[src/rtl/match_logger_pkg.sv]
// rtl/match_logger_pkg.sv - shared defaults for the match event logger slice
package match_logger_pkg;

   localparam int TS_W_DEF  = 16;
   localparam int DEPTH_DEF = 4;
   localparam int CNT_W_DEF = 8;
   localparam int PTR_W     = $clog2(DEPTH_DEF);

endpackage

[src/rtl/sync_fifo.sv]
// rtl/sync_fifo.sv - show-ahead synchronous FIFO with clear and push-when-full-and-popping
module sync_fifo
   import match_logger_pkg::*;
#(
   parameter int W     = TS_W_DEF,
   parameter int DEPTH = DEPTH_DEF
) (
   input  logic                   clk,
   input  logic                   reset_n,
   input  logic                   clr,
   input  logic                   push,
   input  logic                   pop,
   input  logic [W-1:0]           din,
   output logic [W-1:0]           dout,
   output logic [$clog2(DEPTH):0] level,
   output logic                   full,
   output logic                   empty
);

   localparam int AW = $clog2(DEPTH);

   logic [W-1:0]  r_mem [DEPTH];
   logic [AW-1:0] r_wr_ptr;
   logic [AW-1:0] r_rd_ptr;
   logic [AW:0]   r_level;
   logic          w_do_pop;
   logic          w_do_push;

   assign empty = (r_level == '0);
   assign full  = (r_level == (AW+1)'(DEPTH));

   // A push into a full FIFO is legal only when the head leaves in the same cycle
   assign w_do_pop  = pop & ~empty;
   assign w_do_push = push & (~full | w_do_pop);

   always_ff @(posedge clk or negedge reset_n) begin
      if (!reset_n) begin
         r_wr_ptr <= '0;
         r_rd_ptr <= '0;
         r_level  <= '0;
         for (int i = 0; i < DEPTH; i++) begin
            r_mem[i] <= '0;
         end
      end else if (clr) begin
         r_wr_ptr <= '0;
         r_rd_ptr <= '0;
         r_level  <= '0;
      end else begin
         if (w_do_push) begin
            r_mem[r_wr_ptr] <= din;
            r_wr_ptr        <= r_wr_ptr + AW'(1);
         end
         if (w_do_pop) begin
            r_rd_ptr <= r_rd_ptr + AW'(1);
         end
         case ({w_do_push, w_do_pop})
            2'b10:   r_level <= r_level + (AW+1)'(1);
            2'b01:   r_level <= r_level - (AW+1)'(1);
            default: r_level <= r_level;
         endcase
      end
   end

   assign dout  = r_mem[r_rd_ptr];
   assign level = r_level;

endmodule

[src/rtl/match_event_logger.sv]
// rtl/match_event_logger.sv - edge-detects detector matches, counts them and queues timestamps
module match_event_logger
   import match_logger_pkg::*;
#(
   parameter int TS_W  = TS_W_DEF,
   parameter int DEPTH = DEPTH_DEF,
   parameter int CNT_W = CNT_W_DEF
) (
   input  logic                   clk,
   input  logic                   reset_n,
   input  logic                   d_in,
   input  logic                   clear,
   output logic [TS_W-1:0]        ts_data,
   output logic                   ts_valid,
   input  logic                   ts_ready,
   output logic [CNT_W-1:0]       match_count,
   output logic                   overflow,
   output logic [$clog2(DEPTH):0] fifo_level
);

   logic [TS_W-1:0]  r_ts_ctr;
   logic [TS_W-1:0]  r_ts_s;
   logic             r_d_s;
   logic             r_d_p;
   logic [CNT_W-1:0] r_match_count;
   logic             r_overflow;

   logic             w_event;
   logic             w_full;
   logic             w_empty;
   logic             w_push;
   logic             w_pop;

   // r_ts_s captures the counter alongside d_in, so the stamp is the pre-edge count
   always_ff @(posedge clk or negedge reset_n) begin
      if (!reset_n) begin
         r_ts_ctr <= '0;
         r_ts_s   <= '0;
         r_d_s    <= 1'b0;
         r_d_p    <= 1'b0;
      end else begin
         r_ts_ctr <= r_ts_ctr + TS_W'(1);
         r_ts_s   <= r_ts_ctr;
         r_d_s    <= d_in;
         r_d_p    <= r_d_s;
      end
   end

   assign w_event = r_d_s & ~r_d_p;
   assign w_pop   = ts_ready & ~w_empty & ~clear;
   assign w_push  = w_event & ~clear;

   always_ff @(posedge clk or negedge reset_n) begin
      if (!reset_n) begin
         r_match_count <= '0;
         r_overflow    <= 1'b0;
      end else if (clear) begin
         r_match_count <= '0;
         r_overflow    <= 1'b0;
      end else begin
         if (w_event && (r_match_count != '1)) begin
            r_match_count <= r_match_count + CNT_W'(1);
         end
         if (w_event && w_full && !w_pop) begin
            r_overflow <= 1'b1;
         end
      end
   end

   sync_fifo #(
      .W     (TS_W),
      .DEPTH (DEPTH)
   ) u_fifo (
      .clk     (clk),
      .reset_n (reset_n),
      .clr     (clear),
      .push    (w_push),
      .pop     (w_pop),
      .din     (r_ts_s),
      .dout    (ts_data),
      .level   (fifo_level),
      .full    (w_full),
      .empty   (w_empty)
   );

   assign ts_valid    = ~w_empty;
   assign match_count = r_match_count;
   assign overflow    = r_overflow;

endmodule

[config.mk]
export PLATFORM = sky130hd
export DESIGN_NAME = match_event_logger
export DESIGN_NICKNAME = d
export VERILOG_FILES = /design/src/rtl/match_logger_pkg.sv /design/src/rtl/sync_fifo.sv /design/src/rtl/match_event_logger.sv
export SDC_FILE = /design/constraint.sdc
export NUM_CORES = 1
export LEC_CHECK = 0
export BUFFER_PORTS_ARGS = -buffer_cell sky130_fd_sc_hd__buf_2
export CORE_ASPECT_RATIO = 0.9
export CORE_MARGIN = 10
export CORE_UTILIZATION = 58
export DETAILED_ROUTE_END_ITERATION = 16
export PLACE_DENSITY_LB_ADDON = 0.05
export SYNTH_ARGS = -nofsm -noshare
export SYNTH_HDL_FRONTEND = slang
export SYNTH_SLANG_ARGS = --single-unit
[constraint.sdc]
create_clock -name clk -period 2.55 [get_ports clk]
set_clock_uncertainty 0.2 [all_clocks]
set_input_delay 0.3825 -clock clk [delete_from_list [all_inputs] [get_ports clk]]
set_output_delay 0.3825 -clock clk [all_outputs]
set_load 0.05 [all_outputs]
# Yosys cells after proc, flatten, opt, wreduce, memory -nomap -nowiden
# Cells that the tools add are included.
word_totals:
  ff_bits: 114
  in_bits: 5
  output_inout_bits: 29
  elab_cells: 67
classes:
  add_sub_neg: 6
  magnitude_cmp: 3
  eq_ne: 4
  mux: 16
  bitwise: 13
  reduce_logical: 12
op_table:
  columns: ["cell", "n"]
  rows:
  - ["$bwmux 64", 1]
  - ["$mux 16", 3]
  - ["$bmux 16 s2", 1]
  - ["$demux 16 s2", 1]
  - ["$add 16x1->16 const B", 1]
  - ["$mux 8", 2]
  - ["$add 8x1->8 const B", 1]
  - ["$mux 2", 4]
  - ["$ne 8x8->1 const B", 1]
  - ["$reduce_bool 2->1", 4]
  - ["$and 1x1->1", 6]
  - ["$ge 3x3->1 const B", 2]
  - ["$not 2->3", 2]
  - ["$pmux 3 s2", 1]
  - ["$add 2x1->2 const B", 2]
  - ["$logic_and 1x1->1", 4]
  - ["$not 1->1", 4]
  - ["$add 3x1->3 const B", 1]
  - ["$eq 3x3->1 const B", 1]
  - ["$logic_not 3->1", 1]
  - ["$lt 3x1->1 const B", 1]
  - ["$mux 3", 1]
  - ["$reduce_bool 3->1", 1]
  - ["$sub 3x1->3 const B", 1]
  - ["other kinds (6)", 7]

# Longest topological paths before layout
logic_depth:
  ltp_word: 10
  ltp_mapped: 7
  depth_no_buf: 7

# By module
# A second synthesis with hierarchy kept.
hier_totals:
  hier_cells: 348
  hier_area_um2: 5148.7
by_module_without_submodules:
  columns: ["module", "n_inst", "cells_each", "area_per_inst_um2", "seq_area_each_um2"]
  rows:
  - ["sync_fifo", 1, 217, 3477.1, 1776.7]
  - ["match_event_logger", 1, 131, 1671.6, 1076.0]

# Worst setup path before layout
# No wires, ideal clock.
synth_timing:
  path_kind: "register to register"
  from: "register u_fifo.r_level[1], in the netlist u_fifo.level[1]"
  to: "register u_fifo.r_level[2], in the netlist u_fifo.level[2]"
  arrival_time_ns: 2.446
  setup_slack_ns: -0.179
  stages_incl_launch_ff: 8
  n_path_buf: 0
  cell_sequence: "dfrtp_1 -> or3_1 -> nand2_1 -> nor3_1 -> fa_1 -> nor4b_1 -> o21bai_1 -> a31oi_1"
synth_between:
  elab_chain_cells: 10
  word_cells_on_any_way: 16
  cone_classes: "add/sub: 2; eq/ne: 3; mux: 2; bitwise: 7; reduce/logical: 2"
synth_rtl:
  columns: ["item", "line_no", "source"]
  rows:
  - ["start, declared", "sync_fifo.sv:25", "logic [AW:0] r_level;"]
  - ["start signal, assigned", "sync_fifo.sv:57", "2'b10: r_level <= r_level + (AW+1)'(1);"]
  - ["start signal, assigned", "sync_fifo.sv:58", "2'b01: r_level <= r_level - (AW+1)'(1);"]
  - ["start signal, assigned", "sync_fifo.sv:59", "default: r_level <= r_level;"]
  - ["$logic_not 3->1 *", "sync_fifo.sv:29", "assign empty = (r_level == '0);"]
  - ["$not 1->1 *", null, null]
  - ["named net ts_valid", "match_event_logger.sv:14", "output logic ts_valid,"]
  - ["$and 1x1->1 (2 in series)", "match_event_logger.sv:50", "assign w_pop = ts_ready & ~w_empty & ~clear;"]
  - ["$and 1x1->1 *", "sync_fifo.sv:33", "assign w_do_pop = pop & ~empty;"]
  - ["$or 1x1->1", "sync_fifo.sv:34", "assign w_do_push = push & (~full | w_do_pop);"]
  - ["$and 1x1->1", "sync_fifo.sv:34", null]
  - ["$eq 2x1->1 or $eq 2x2->1 (tied branches)", "sync_fifo.sv:56", "case ({w_do_push, w_do_pop})"]
  - ["$pmux 3 s2", "sync_fifo.sv:56", null]
  - ["$mux 3", "sync_fifo.sv:44", "end else if (clr) begin"]
# Mark *: on every way through the listed nets, which the timed path passes. The rest lies on a longest branch.
# A chain may end at the register's enable or synchronous reset.

# Worst setup path after layout
layout_timing:
  from: "register u_fifo.r_rd_ptr[0]"
  to: "output ts_data[15]"
layout_between:
  elab_chain_cells: 4
layout_rtl:
  columns: ["item", "line_no", "source"]
  rows:
  - ["start, declared", "sync_fifo.sv:24", "logic [AW-1:0] r_rd_ptr;"]
  - ["start signal, assigned", "sync_fifo.sv:54", "r_rd_ptr <= r_rd_ptr + AW'(1);"]
  - ["$not 2->3 (not written as such)", "sync_fifo.sv:64", "assign dout = r_mem[r_rd_ptr];"]
  - ["$bmux 16 s2", "sync_fifo.sv:64", null]
  - ["$mux 16 (not written as such) (2 in series)", "sync_fifo.sv:64", null]
  - ["end, declared", "match_event_logger.sv:13", "output logic [TS_W-1:0] ts_data,"]
# Every way passes these cells. The select of a mux whose other input is x is not followed.

==> results.md <==
- Asr flop ratio synth: 100%
- GRT overflow: 0
- Antenna violations before repair: 0
- Antenna Cells: 0
- Placeable core area: 0.00857 mm^2
- Critical path startpoint: u_fifo.r_rd_ptr[0]
- RSZ-0062 raised after global routing: false
- Root Driver: clkbuf_8
- Initial core utilization: between 50% and 60%
- Max_slew headroom: 63.7%
- Crit-path slowest cell: mux4_2
- Die Height: 109 um
- Pwr Density: 820 mW/mm^2
- Post-CTS Setup Repair Bufs: 0
- Avg Cell Area, Syn: ~15 um^2
- Final hold violation count: 0
- Mapped Cells: 329
- Fillers: 617
- Worst r2r src: u_fifo.level[1]
- Sequential-to-total area share from yosys stat: between 50% and 60%
- Static leakage: 2.86 nW
- Worst hold start: ts_ready
- Mapped Area: 0.00508 mm^2
- Final setup fails: 0
- Worst setup path category: reg2out
- Maximum net fanout on the critical path: 9
- Cell chain of the critical path: buf_4 > mux4_2 > buf_2
- EDFF count, synth: 0
- Htree depth: 4
- Vias/cell: about 5.5
- Die Span X: between 100 and 150 um
- Outcome: completed
- Hold slack: 0.134 ns
- CTS Buf Count: 17
- Max IR drop VDD: 0.628 mV
- Pre-Repair DR Iteration Count: 4
- Setup TNS: 0 ns
- Register bit count reported by yosys: 114
- CP required: 1.97 ns
- Worst-Skew Late Latency: 0.51 ns
- Cell Rows: 32
- Largest net degree at the start of global routing: 44
- Least-Margin Pin Slew: 0.545 ns
- CTS tree: done
- Port bufs: 33
- Residual DRC: 0
- Area grow syn2layout: 18.9%
- I/O pin count: 34
- Number of DRC markers in iteration 0: 137
- Post-layout minimum cycle time: 2.45 ns
- Post-DRT Antenna Nets: 0
- Warnings from Yosys: 0
- Post-synthesis cell type count: 45
- Synth Flop Type: dfrtp_1
- First-pass GRT wire length: 16100 um
- Slowest cell delay on critical path: about 0.54 ns
- Final Net Count: slightly below 400
- Die ar.: 0.0129 mm^2
- Worst Path Arrival: 1.87 ns
- Clock-pin slew on the worst setup and hold paths: 0.05 ns
- CP Buf/Inv Count: 2
- Crit path max-delay family: multiplexers
- Crit start category: flop
- Max cap viols: 0
- DR WL/cell: 18.4 um
- Final Cycle Share: 96.0%
- Via count: about 2800
- Final slew viol count: 0
- Worst setup EP type: output pin
- Drt total wl: 9360 um
- Highest clock rate: 408 MHz
- All-layer global routing usage: 15.9%
- CTS sink count: 114
- Ratio of cells with drive above 1 in the final layout: 41.5%
- GPL Wtd Cong: 0.741
- Syn_nets: 341
- Number of global-route vias before repair: around 3000
- Clk buf depth: 2
- Post-DP HPWL: ~6100 um
- Hold Path Class: in2reg
[final cells by class]
class,count,area [um^2],area share (%)
Clock buffer,20,445,7.37
Clock inverter,11,184,3.04
Inverter,4,15.0,0.248
Multi-Input combinational cell,192,2040,33.7
Sequential cell,114,2850,47.2
Tap cell,119,149,2.46
Timing Repair Buffer,49,358,5.92
[cells in the final DEF, fill, tap and decap left out, types with 2 or more instances in the layout]
| cell type | n |
|---|---|
| and2_1 | 6 |
| ha_1 | 6 |
| buf_2 | 32 |
| buf_4 | 9 |
| a21oi_1 | 3 |
| nor3_1 | 2 |
| nand2_1 | 7 |
| clkbuf_8 | 3 |
| clkinv_2 | 5 |
| nor2_1 | 12 |
| a31oi_1 | 2 |
| mux2_4 | 40 |
| mux4_2 | 16 |
| dlygate4sd3_1 | 3 |
| and4_1 | 2 |
| nand4_1 | 4 |
| o211ai_1 | 2 |
| mux2_2 | 25 |
| mux2i_1 | 2 |
| buf_12 | 5 |
| xnor2_1 | 15 |
| o21ai_0 | 3 |
| or3_1 | 2 |
| nand3_1 | 11 |
| dfrtp_1 | 114 |
| xor2_1 | 8 |
| nand2b_4 | 2 |
| inv_1 | 4 |
| bufinv_16 | 5 |
| clkbuf_16 | 16 |
| and3_1 | 4 |
| nand3b_1 | 2 |
[stage by stage]
step	util, %	std cells	setup slack [ns]	area, um^2	power (mW)
global route	70.5	509	0.0157	6040	5.14
floorplan	-	329	0.00580	5090	2.33
CTS	70.5	509	0.0633	6040	5.01
detailed placement	62.8	475	0.276	5380	2.47
global placement	62.8	475	0.331	5380	2.46
finish	70.5	509	0.101	6040	4.95
[worst register-to-register path, stage by stage, from the launching register on]
cell	delay (ns)
dfrtp_1	0.46
or3_4	0.43
nand2_1	0.10
nor3_1	0.06
fa_1	0.43
nor4b_1	0.31
o21bai_1	0.10
a31oi_1	0.12
[layer usage]
metal	part of all wire, %	track usage (%)	wire (um)
met5	0	0	0
met4	1.7	7.49	163
met3	3.9	4.96	363
met2	47	24.3	4440
met1	47	20.6	4400
[flip-flops by register name (all words and copies together) (netlist names)]
name and cells:
u_fifo.r_mem 64, r_ts_ctr 16, r_ts_s 16, match_count 8, u_fifo.level 3, u_fifo.r_rd_ptr 2
u_fifo.r_wr_ptr 2, overflow 1, r_d_p 1, r_d_s 1
[Yosys cell counts (2+ instances only)]
cell type | count | share of area, %
nand2b_4 | 2 | 0.54
nor3_1 | 2 | 0.20
mux4_2 | 16 | 7.1
buf_12 | 4 | 1.6
nor2_1 | 12 | 0.89
xnor2_1 | 15 | 2.6
nand3b_1 | 2 | 0.30
nand4_1 | 4 | 0.49
buf_6 | 5 | 1.1
and2_1 | 6 | 0.74
a31oi_1 | 2 | 0.25
clkbuf_1 | 5 | 0.37
inv_1 | 4 | 0.30
mux2i_1 | 2 | 0.39
nand2_1 | 7 | 0.52
and4_1 | 2 | 0.34
or3_1 | 3 | 0.37
nand3_1 | 11 | 1.1
dfrtp_1 | 114 | 56
xor2_1 | 8 | 1.4
mux2_4 | 40 | 12
buf_2 | 3 | 0.30
a21oi_1 | 3 | 0.30
and3_1 | 4 | 0.49
mux2_2 | 25 | 5.5
ha_1 | 6 | 1.5
o21ai_0 | 3 | 0.30
o211ai_1 | 2 | 0.30
[path summary, 6_finish.rpt]
check                      slack [ns]  cells past startpoint                 end
min in group asynchronous        0.20                      2    u_fifo.r_mem[11]
hold reg to reg                  0.21                      0          r_ts_s[15]
setup / recovery                 0.10                      3         ts_data[15]
setup reg to reg                 0.26                      7     u_fifo.level[2]
hold / removal                   0.13                      4  u_fifo.r_rd_ptr[1]
max in group asynchronous        1.30                      3  u_fifo.r_wr_ptr[0]
[cells by family (layout without fill, tap and decap cells)]
| family | Yosys count | count (layout) | share of synthesized area (%) |
|---|---|---|---|
| mux | 83 | 83 | 24.8 |
| fa+ha+maj | 7 | 7 | 1.87 |
| buf+inv | 23 | 84 | 3.86 |
| flops | 114 | 114 | 56.1 |
| simple gates | 62 | 62 | 6.99 |
| xor+xnor | 23 | 23 | 3.96 |
| compound gates | 17 | 17 | 2.34 |
[power by group]
part           internal (mW)  switching (mW)  total [mW]
registers               1.89          0.0456        1.93
logic                  0.196           0.308       0.504
clock network           1.72           0.793        2.52
[repair_timing]
item	4_1_cts	5_1_grt
hold endpoints to repair	45	0
hold buffers	3	0
gates resized for setup	0	0
(Power assumes the default switching activity.)
